`src/rtl/keypad_scanner_pkg.sv`:
```
// keypad_pkg: keypad geometry, one-hot key codes and scanner state encoding.
package keypad_pkg;
  localparam int NUM_ROWS = 4;
  localparam int NUM_COLS = 3;
  localparam int NUM_KEYS = 12;
  localparam logic [NUM_KEYS-1:0] KEY_1    = 12'h001;
  localparam logic [NUM_KEYS-1:0] KEY_2    = 12'h002;
  localparam logic [NUM_KEYS-1:0] KEY_3    = 12'h004;
  localparam logic [NUM_KEYS-1:0] KEY_4    = 12'h008;
  localparam logic [NUM_KEYS-1:0] KEY_5    = 12'h010;
  localparam logic [NUM_KEYS-1:0] KEY_6    = 12'h020;
  localparam logic [NUM_KEYS-1:0] KEY_7    = 12'h040;
  localparam logic [NUM_KEYS-1:0] KEY_8    = 12'h080;
  localparam logic [NUM_KEYS-1:0] KEY_9    = 12'h100;
  localparam logic [NUM_KEYS-1:0] KEY_STAR = 12'h200;
  localparam logic [NUM_KEYS-1:0] KEY_0    = 12'h400;
  localparam logic [NUM_KEYS-1:0] KEY_HASH = 12'h800;
  typedef enum logic [1:0] {SCAN, DEBOUNCE, HELD, RELEASE} state_t;
endpackage

```
`src/rtl/keypad_scanner_if.sv`:
```
// keypad_scanner_if: keypad matrix lines plus the key-code strobe to the display stage.
interface keypad_scanner_if;
  import keypad_pkg::*;
  logic [NUM_ROWS-1:0] row;
  logic [NUM_COLS-1:0] col;
  logic [NUM_KEYS-1:0] scan_data;
  logic                valid;
  modport master (input row, output col, scan_data, valid);
  modport slave (output row, input col, scan_data, valid);
endinterface

```
`src/rtl/keypad_scanner_sync2.sv`:
```
// sync2: parameterized-width two-flop synchronizer with synchronous clear.
module sync2 #(
  parameter int W = 1
) (
  input  logic         clk,
  input  logic         rst,
  input  logic [W-1:0] d,
  output logic [W-1:0] q
);
  logic [W-1:0] meta;
  always_ff @(posedge clk) begin
    if (rst) begin
      meta <= '0;
      q    <= '0;
    end else begin
      meta <= d;
      q    <= meta;
    end
  end
endmodule

```
`src/rtl/keypad_scanner.sv`:
```
// keypad_scanner: column-scanned 4x3 keypad with frame debounce, one one-hot code pulse per press.
module keypad_scanner
  import keypad_pkg::*;
#(
  parameter int SCAN_DIV       = 1000,
  parameter int DEBOUNCE_SCANS = 4
) (
  input logic             clk,
  input logic             rst,
  keypad_scanner_if.master kp
);
  localparam int DW = $clog2(SCAN_DIV);
  localparam int CW = $clog2(DEBOUNCE_SCANS + 1);
  localparam logic [DW-1:0] DIV_LAST = DW'(SCAN_DIV - 1);
  localparam logic [CW-1:0] CNT_MAX  = CW'(DEBOUNCE_SCANS);
  logic [NUM_ROWS-1:0] row_s;
  logic [DW-1:0]       div;
  logic [NUM_COLS-1:0] col;
  logic [NUM_KEYS-1:0] frame, frame_nx, cand, cand_nx, scan_data;
  logic [CW-1:0]       cnt, cnt_nx, cnt_inc;
  state_t              state, state_nx;
  logic                last, frame_end, none, single, accept, valid;
  sync2 #(.W(NUM_ROWS)) u_sync (.clk(clk), .rst(rst), .d(kp.row), .q(row_s));
  assign last      = div == DIV_LAST;
  assign frame_end = last && col[NUM_COLS-1];
  assign cnt_inc   = cnt == CNT_MAX ? cnt : cnt + 1'b1;
  // Frame including the sample taken this clock, so the frame-end evaluation sees all columns.
  always_comb begin
    frame_nx = frame;
    for (int r = 0; r < NUM_ROWS; r++)
      for (int c = 0; c < NUM_COLS; c++)
        if (col[c]) frame_nx[r*NUM_COLS+c] = row_s[r];
  end
  assign none   = frame_nx == '0;
  assign single = $countones(frame_nx) == 1;
  always_comb begin
    state_nx = state;
    cnt_nx   = cnt;
    cand_nx  = cand;
    accept   = 1'b0;
    if (frame_end)
      case (state)
        SCAN: if (single) begin
          cand_nx = frame_nx;
          if (DEBOUNCE_SCANS == 1) begin
            accept   = 1'b1;
            state_nx = HELD;
            cnt_nx   = '0;
          end else begin
            state_nx = DEBOUNCE;
            cnt_nx   = CW'(1);
          end
        end
        DEBOUNCE: if (single && frame_nx == cand) begin
          accept   = cnt_inc == CNT_MAX;
          state_nx = accept ? HELD : DEBOUNCE;
          cnt_nx   = accept ? '0 : cnt_inc;
        end else begin
          state_nx = SCAN;
          cnt_nx   = '0;
        end
        HELD: if (none) begin
          state_nx = DEBOUNCE_SCANS == 1 ? SCAN : RELEASE;
          cnt_nx   = DEBOUNCE_SCANS == 1 ? '0 : CW'(1);
        end
        RELEASE: if (none) begin
          state_nx = cnt_inc == CNT_MAX ? SCAN : RELEASE;
          cnt_nx   = cnt_inc == CNT_MAX ? '0 : cnt_inc;
        end else begin
          state_nx = HELD;
          cnt_nx   = '0;
        end
        default: state_nx = SCAN;
      endcase
  end
  always_ff @(posedge clk) begin
    if (rst) begin
      div       <= '0;
      col       <= NUM_COLS'(1);
      frame     <= '0;
      state     <= SCAN;
      cnt       <= '0;
      cand      <= '0;
      scan_data <= '0;
      valid     <= 1'b0;
    end else begin
      div   <= last ? '0 : div + 1'b1;
      col   <= last ? {col[NUM_COLS-2:0], col[NUM_COLS-1]} : col;
      frame <= last ? frame_nx : frame;
      state <= state_nx;
      cnt   <= cnt_nx;
      cand  <= cand_nx;
      valid <= accept;
      if (accept) scan_data <= cand_nx;
    end
  end
  assign kp.col       = col;
  assign kp.scan_data = scan_data;
  assign kp.valid     = valid;
endmodule

```
`src/flat_wrapper.sv`:
```
// flat-port wrapper written by rule: the top's interface ports become plain ports
module keypad_scanner_flat import keypad_pkg::*;
#(
  parameter int SCAN_DIV       = 1000,
  parameter int DEBOUNCE_SCANS = 4
)
  (clk, rst, kp_row, kp_col, kp_scan_data, kp_valid);
  keypad_scanner_if kp_i ();
  input logic clk;
  input logic rst;
  input wire logic [$bits(kp_i.row)-1:0] kp_row;
  output wire logic [$bits(kp_i.col)-1:0] kp_col;
  output wire logic [$bits(kp_i.scan_data)-1:0] kp_scan_data;
  output wire logic [$bits(kp_i.valid)-1:0] kp_valid;
  assign kp_i.row = kp_row;
  assign kp_col = kp_i.col;
  assign kp_scan_data = kp_i.scan_data;
  assign kp_valid = kp_i.valid;
  keypad_scanner #(.SCAN_DIV(SCAN_DIV), .DEBOUNCE_SCANS(DEBOUNCE_SCANS)) u_core (.clk(clk), .rst(rst), .kp(kp_i));
endmodule
```
`config.mk`:
```
export PLATFORM = sky130hd
export DESIGN_NAME = keypad_scanner_flat
export DESIGN_NICKNAME = d
export VERILOG_FILES = /design/src/rtl/keypad_scanner_pkg.sv /design/src/rtl/keypad_scanner_if.sv /design/src/rtl/keypad_scanner_sync2.sv /design/src/rtl/keypad_scanner.sv /design/src/flat_wrapper.sv
export SDC_FILE = /design/constraint.sdc
export NUM_CORES = 1
export LEC_CHECK = 0
export BUFFER_PORTS_ARGS = -buffer_cell sky130_fd_sc_hd__buf_2
export CAP_MARGIN = 20
export CORE_MARGIN = 2
export CORE_UTILIZATION = 55
export DETAILED_ROUTE_END_ITERATION = 7
export PLACE_DENSITY = 0.81
export SLEW_MARGIN = 20
export SYNTH_ARGS = -nofsm -noshare
export SYNTH_HDL_FRONTEND = slang
export SYNTH_SLANG_ARGS = --single-unit
```
`constraint.sdc`:
```
create_clock -name clk -period 4.6 [get_ports clk]
set_input_delay 0.23 -clock clk [delete_from_list [all_inputs] [get_ports clk]]
set_output_delay 0.23 -clock clk [all_outputs]
set_load 0.02 [all_outputs]
```
Word level (Yosys, flattened, before mapping)
Cells that the tools add are included.
{"block": "totals", "ff_bits": 63, "output_inout_bits": 16, "word_cells": 71}
{"block": "op_classes", "add_sub_neg": 13, "eq_ne": 10, "muxes": 32, "n_reduce_logical": 6}
{"operator": "$add 32x32->32", "n": 5}
{"operator": "$mux 12", "n": 3}
{"operator": "$eq 32x2->1 const B", "n": 1}
{"operator": "$mux 3", "n": 6}
{"operator": "$mux 1", "n": 15}
{"operator": "$add 1x1->2", "n": 6}
{"operator": "$eq 12x12->1", "n": 1}
{"operator": "$logic_not 12->1", "n": 1}
{"operator": "$mux 2", "n": 6}
{"operator": "$pmux 3 s4", "n": 1}
{"operator": "$add 10x1->10 const B", "n": 1}
{"operator": "$eq 10x10->1 const B", "n": 1}
{"operator": "$pmux 2 s4", "n": 1}
{"operator": "$eq 3x3->1 const B", "n": 2}
{"operator": "$eq 2x2->1 const B", "n": 2}
{"operator": "$ne 2x1->1 const B", "n": 2}
{"operator": "$add 3x1->3 const B", "n": 1}
{"operator": "$reduce_and 3->1", "n": 1}
{"operator": "$eq 2x1->1 const B", "n": 1}
{"operator": "$logic_and 1x1->1", "n": 2}
{"operator": "$logic_not 2->1", "n": 1}
{"operator": "$reduce_or 2->1", "n": 1}

Longest topological paths before layout
{"block": "depth", "depth_word": 10, "ltp_mapped": 17, "ltp_nobuf": 15}

Cells and area by module
A second synthesis with hierarchy kept.
{"block": "unflattened", "hier_cells": 330, "hier_area_um2": 3200.6}
{"module": "keypad_scanner", "instances": 1, "cells_each": 314, "area_each_um2": 2990.4, "seq_area_each_um2": 1101.1}
{"module": "sync2", "instances": 1, "cells_each": 16, "area_each_um2": 210.2, "seq_area_each_um2": 160.2}

Least setup slack after synthesis
Ideal clock, no wire load.
{"block": "synth_path", "kind": "flip-flop to flip-flop", "from": "register u_core.col[1], in the netlist u_core.kp.col[1]", "to": "register u_core.scan_data[3], in the netlist u_core.kp.scan_data[3]", "arrival_time_ns": 4.988, "t_required_ns": 4.479, "path_slack_ns": -0.510, "path_stages_with_launch": 17, "period_less_slack_ns": 5.110, "cell_sequence": "dfxtp_1 buf_2 mux2i_2 ha_1 inv_1 fa_1 fa_1 inv_1 fa_1 ha_1 fa_1 nor4b_1 o21ai_1 nor4_2 buf_2 a211oi_1 mux2_4"}
{"block": "synth_between", "elab_chain_len": 10, "elab_cells_between_ends": 22, "cone_classes": "add/sub: 9; eq/ne: 2; mux: 10; reduce/logical: 1"}
{"item": "start: declaration", "line_no": "keypad_scanner.sv:18", "rtl": "logic [NUM_COLS-1:0] col;"}
{"item": "start signal: assignment", "line_no": "keypad_scanner.sv:88", "rtl": "col <= last ? {col[NUM_COLS-2:0], col[NUM_COLS-1]} : col;"}
{"item": "$mux 1", "line_no": "keypad_scanner.sv:32", "rtl": "if (col[c]) frame_nx[r*NUM_COLS+c] = row_s[r];"}
{"item": "$add 1x1->2 (implied by the code)", "line_no": "keypad_scanner.sv:35", "rtl": "assign single = $countones(frame_nx) == 1;"}
{"item": "$add 32x32->32 (implied by the code) (3 in a row)", "line_no": "keypad_scanner.sv:35"}
{"item": "$eq 32x2->1", "line_no": "keypad_scanner.sv:35"}
{"item": "$logic_and 1x1->1", "line_no": "keypad_scanner.sv:54", "rtl": "DEBOUNCE: if (single && frame_nx == cand) begin"}
{"item": "$mux 1", "line_no": "keypad_scanner.sv:54"}
{"item": "$mux 1", "line_no": "keypad_scanner.sv:42", "rtl": "case (state)"}
{"item": "$mux 1", "line_no": "keypad_scanner.sv:41", "rtl": "if (frame_end)"}
{"item": "end signal: assignment", "line_no": "keypad_scanner.sv:94", "rtl": "if (accept) scan_data <= cand_nx;"}
{"item": "end: declaration", "line_no": "keypad_scanner.sv:19", "rtl": "logic [NUM_KEYS-1:0] frame, frame_nx, cand, cand_nx, scan_data;"}
Several ways; a longest one is shown, not always the timed one.
A chain may end at the register's enable or synchronous reset.

Worst setup path after layout
{"block": "layout_path", "from": "register u_core.col[2], in the netlist u_core.kp.col[2]", "to": "register u_core.scan_data[9], in the netlist u_core.kp.scan_data[9]"}
{"block": "layout_between", "elab_cells_between_ends": 23, "cone_classes": "add/sub: 9; eq/ne: 2; mux: 10; reduce/logical: 2"}
{"item": "$mux 1 *", "line_no": "keypad_scanner.sv:32"}
{"item": "via u_core.frame_nx[8]", "line_no": "keypad_scanner.sv:19"}
{"item": "$add 1x1->2 (implied by the code)", "line_no": "keypad_scanner.sv:35"}
{"item": "$add 32x32->32 (implied by the code) (2 in a row)", "line_no": "keypad_scanner.sv:35"}
{"item": "$eq 32x2->1", "line_no": "keypad_scanner.sv:35"}
{"item": "$logic_and 1x1->1", "line_no": "keypad_scanner.sv:54"}
{"item": "$mux 1", "line_no": "keypad_scanner.sv:54"}
{"item": "$mux 1", "line_no": "keypad_scanner.sv:42"}
{"item": "$mux 1", "line_no": "keypad_scanner.sv:41"}
Mark *: on every way through the listed nets, which the timed path passes. The rest lies on a longest branch.

==> results_dict.tcl <==
set metrics [dict create \
    fin_ws_ps -145 \
    regToRegEndpoint "u_core.kp.scan_data[9]" \
    clkSinkCount 63 \
    cts-buffers-inserted 9 \
    boundaryPins 22 \
    drt_iter0_drc 114 \
    cts_max_path_buffers 2 \
    drtAntennaViolNets 0 \
    power_frac_clock 0.389 \
    area_delta_synth_final_pct 23.6 \
    vias_per_cell 5.51 \
    place_hpwl_microns 4790 \
    grt_util_met3 0.0547 \
    antenna_found_initial 0 \
    ys_seq_area_frac 0.368 \
    fp.dieArea_sq_um 6890 \
    rsz0062_at_grt "true" \
    grt_usage 0.212 \
    clk_pin_slew_ps 60 \
    synthFlopType "dfxtp_1" \
    hold_class "in -> reg" \
    violations "setup timing" \
    slew_headroom 0.554 \
    synth_edf_count 0 \
    avgSynthCellArea_sq_um 9.97 \
    fin_worst_skew_ps 7.45 \
    first_pass_iters 4 \
    rows 28 \
    grt_pass1_vias 2461 \
    path_max_fanout 12 \
    timing.final.hold_violations 0 \
    worst_hold_slack_ps 87.1 \
    crit_arrival_ps 4980 \
    synthesis.area_sq_um 3430 \
    syn_nets 376 \
    ys_warn_count 0 \
    syn_inst 344 \
    use_met1 0.271 \
    io_buffers 21 \
    grt_pass1_wl_microns 11800 \
    swShare 0.241 \
    initial_utilization 0.573 \
    p_total_mw 1.05 \
    vias 2625 \
    die_h_microns 83.0 \
    avgRoutedWirePerCell_microns 16.1 \
    crit_family "adder cells" \
    r2r_slack_ps -150 \
    fp.dieW_microns 83.0 \
    drv_slew 0 \
    core_area_sq_um 5990 \
    setup_violations 13 \
    drc 0 \
    power_frac_comb 0.086 \
    cts_tree "done" \
    final_util 0.708 \
    r2r_cells 17 \
    ys_types 49 \
    fmax_ghz 0.211 \
    p_seq_frac 0.525 \
    ys_ff_latch 63 \
    worstSetupStartpoint "u_core.kp.col[2]" \
    cp.depth 17 \
    fillers 405 \
    critPathKind "reg -> reg" \
    root_buffer "clkbuf_8" \
    grt_max_degree 37 \
    cp.buffers_inverters 5 \
    startpoint_type "flop" \
    power.density_nw_per_um2 249 \
    drv_cap 0 \
    min_period_ps 4750 \
    cp.required_ps 4830 \
    hold_buffers 0 \
    crit_end "u_core.kp.scan_data[9]" \
    postLayoutCellArea_sq_um 4240 \
    critPathSlowestCell "fa_1" \
    grt_overflow 0 \
    leakage_nw 1.88 \
    tightest_slew_ps 668 \
    seq_area_sq_um 1270 \
    dpl_cell_area_sq_um 3770 \
    vdd_drop_max_uv 182 \
    n_antenna_cell 0 \
    status "complete, but fails checks" \
    gr-max-usage-layer "met2" \
    path_cells "mux2i_4 -> buf_4 -> inv_1 -> ha_1 -> inv_1 -> fa_1 -> inv_1 -> fa_1 -> fa_1 -> fa_1 -> nor4b_4 -> o21ai_2 -> nor2_2 -> nor4b_4 -> nand4b_4 -> buf_12 -> mux2_4" \
    min_period_over_period 1.03 \
    p_int_mw 0.800 \
    place.gp.congestion 0.871 \
    multiInputGateArea_sq_um 2150 \
    met2_usage 0.345 \
    synthArstFlopShare 0 \
    crit_top_cell "fa_1" \
    clock_latency_ps 350 \
    switching_power_mw 0.254 \
    cts_htree_levels 3 \
    drive_gt1_frac 0.327 \
    end_kind "flop" \
    drt-total-wl_microns 7670 \
    nets 428 \
    critical-path-max-stage-delay_ps 550 \
    rr_startpoint "u_core.kp.col[2]" \
]
-- sequential cells by signal (all words and copies together) (netlist names) --
signal / flops
u_core.kp.scan_data: 12
u_core.state: 2
u_core.u_sync.q: 4
u_core.kp.col: 3
u_core.kp.valid: 1
u_core.u_sync.meta: 4
u_core.cand: 12
u_core.frame: 12
u_core.cnt: 3
u_core.div: 10
-- worst min-delay path by stage --
stage / from / to / slack [ps] / cells past startpoint
after floorplan: kp_row[0] / u_core.u_sync.meta[0] / 360 / 1
after global placement: u_core.u_sync.meta[1] / u_core.u_sync.q[1] / 420 / 1
after detailed placement: u_core.u_sync.meta[1] / u_core.u_sync.q[1] / 420 / 1
after CTS: kp_row[2] / u_core.u_sync.meta[2] / 90 / 2
after global routing: kp_row[2] / u_core.u_sync.meta[2] / 90 / 2
final: kp_row[2] / u_core.u_sync.meta[2] / 90 / 2
-- kinds of logic after synthesis --
group,count (synthesis),synth area share
AND/OR/NAND/NOR,114,0.193
flip-flops,63,0.368
AO/OA/AOI/OAI,48,0.108
buffers and inverters,48,0.0587
adder cells (fa/ha/maj),26,0.110
multiplexers,24,0.109
XOR/XNOR,21,0.0536
-- worst register-to-register path: cells and delay by family (launching register included) --
family,cells,cell delay [ps]
multiplexers,2,590
buffers and inverters,5,520
adder cells (fa/ha/maj),5,2080
flip-flops,1,400
AO/OA/AOI/OAI,1,140
AND/OR/NAND/NOR,4,900
-- Yosys cell counts (2+ instances only) --
cell	n	share of area
mux2i_2	5	0.020
nand4_1	4	0.0073
mux2_4	10	0.044
a211oi_2	8	0.029
and3_1	5	0.0091
o21ai_1	2	0.0029
nor4_1	3	0.0055
clkbuf_1	9	0.0098
inv_1	30	0.033
nor3_1	9	0.013
o21a_1	3	0.0066
mux2i_4	5	0.033
o21ai_0	3	0.0044
ha_1	19	0.069
nand2_1	14	0.015
nor4_2	2	0.0073
buf_6	2	0.0066
buf_2	5	0.0073
nand3_1	7	0.010
dfxtp_1	63	0.37
nor3b_1	2	0.0044
and2_1	2	0.0036
xnor2_1	15	0.038
xor2_1	6	0.015
nor2b_1	23	0.042
a21oi_1	9	0.013
mux2i_1	2	0.0058
buf_1	2	0.0022
and4_1	3	0.0077
mux2_1	2	0.0066
a211oi_1	16	0.035
fa_1	7	0.041
nor2_1	31	0.034
-- cell type report --
cell class / instances / share of cell area
Multi-Input combinational cell: 233 / 0.506
Sequential cell: 63 / 0.300
Timing Repair Buffer: 59 / 0.105
Clock buffer: 12 / 0.0342
Inverter: 30 / 0.0266
Tap cell: 75 / 0.0221
Clock inverter: 4 / 0.00531
-- cells in the final DEF (no fill, tap or decap), types with 2 or more instances in the layout --
cell type / n
dfxtp_1: 59
buf_4: 32
nor2_1: 30
inv_1: 28
nor2b_1: 23
buf_2: 21
ha_1: 17
xnor2_1: 15
nand2_1: 14
a211oi_2: 12
a211oi_1: 12
mux2_4: 11
clkbuf_8: 10
mux2i_4: 8
nor3_1: 8
a21oi_1: 8
fa_1: 7
nand3_1: 6
xor2_1: 6
and3_1: 5
nor4_4: 4
nand4_1: 4
and4_1: 3
o21a_1: 3
clkinv_2: 3
buf_6: 3
dfxtp_4: 3
mux2i_1: 2
mux2i_2: 2
inv_2: 2
nor3b_1: 2
nor4_1: 2
nor4b_4: 2
o21ai_2: 2
and2_1: 2
o21ai_0: 2
clkbuf_1: 2
buf_12: 2
-- metal layers --
metal	share of wire	wire length [microns]
met5	0	0
met4	0.027	207
met3	0.041	314
met2	0.50	3800
met1	0.44	3350
-- per-stage QoR --
step           TNS (ps)  std cells  setup slack [ps]
2_1_floorplan      -454        344             -45.4
3_3_place_gp      -11.3        443             -6.23
3_5_place_dp      -3120        443              -244
4_1_cts            -286        470             -32.6
5_1_grt           -5870        476              -334
6_report          -1660        476              -145
-- power by group through the flow --
stage / registers [mW] / logic, mW / clock network, mW
2_1_floorplan: 0.565 / 0.0423 / 0
3_3_place_gp: 0.565 / 0.0610 / 0
3_5_place_dp: 0.566 / 0.0625 / 0
4_1_cts: 0.553 / 0.0769 / 0.420
5_1_grt: 0.554 / 0.0990 / 0.451
6_report: 0.553 / 0.0907 / 0.411
-- repair_timing --
action | in CTS | in global routing
gates cloned | 0 | 2
setup endpoints to repair | 21 | 30
pin swaps | 2 | 20
gates resized for setup | 8 | 20
setup buffers | 11 | 5
Note: power is estimated with default switching activity, not from simulation.
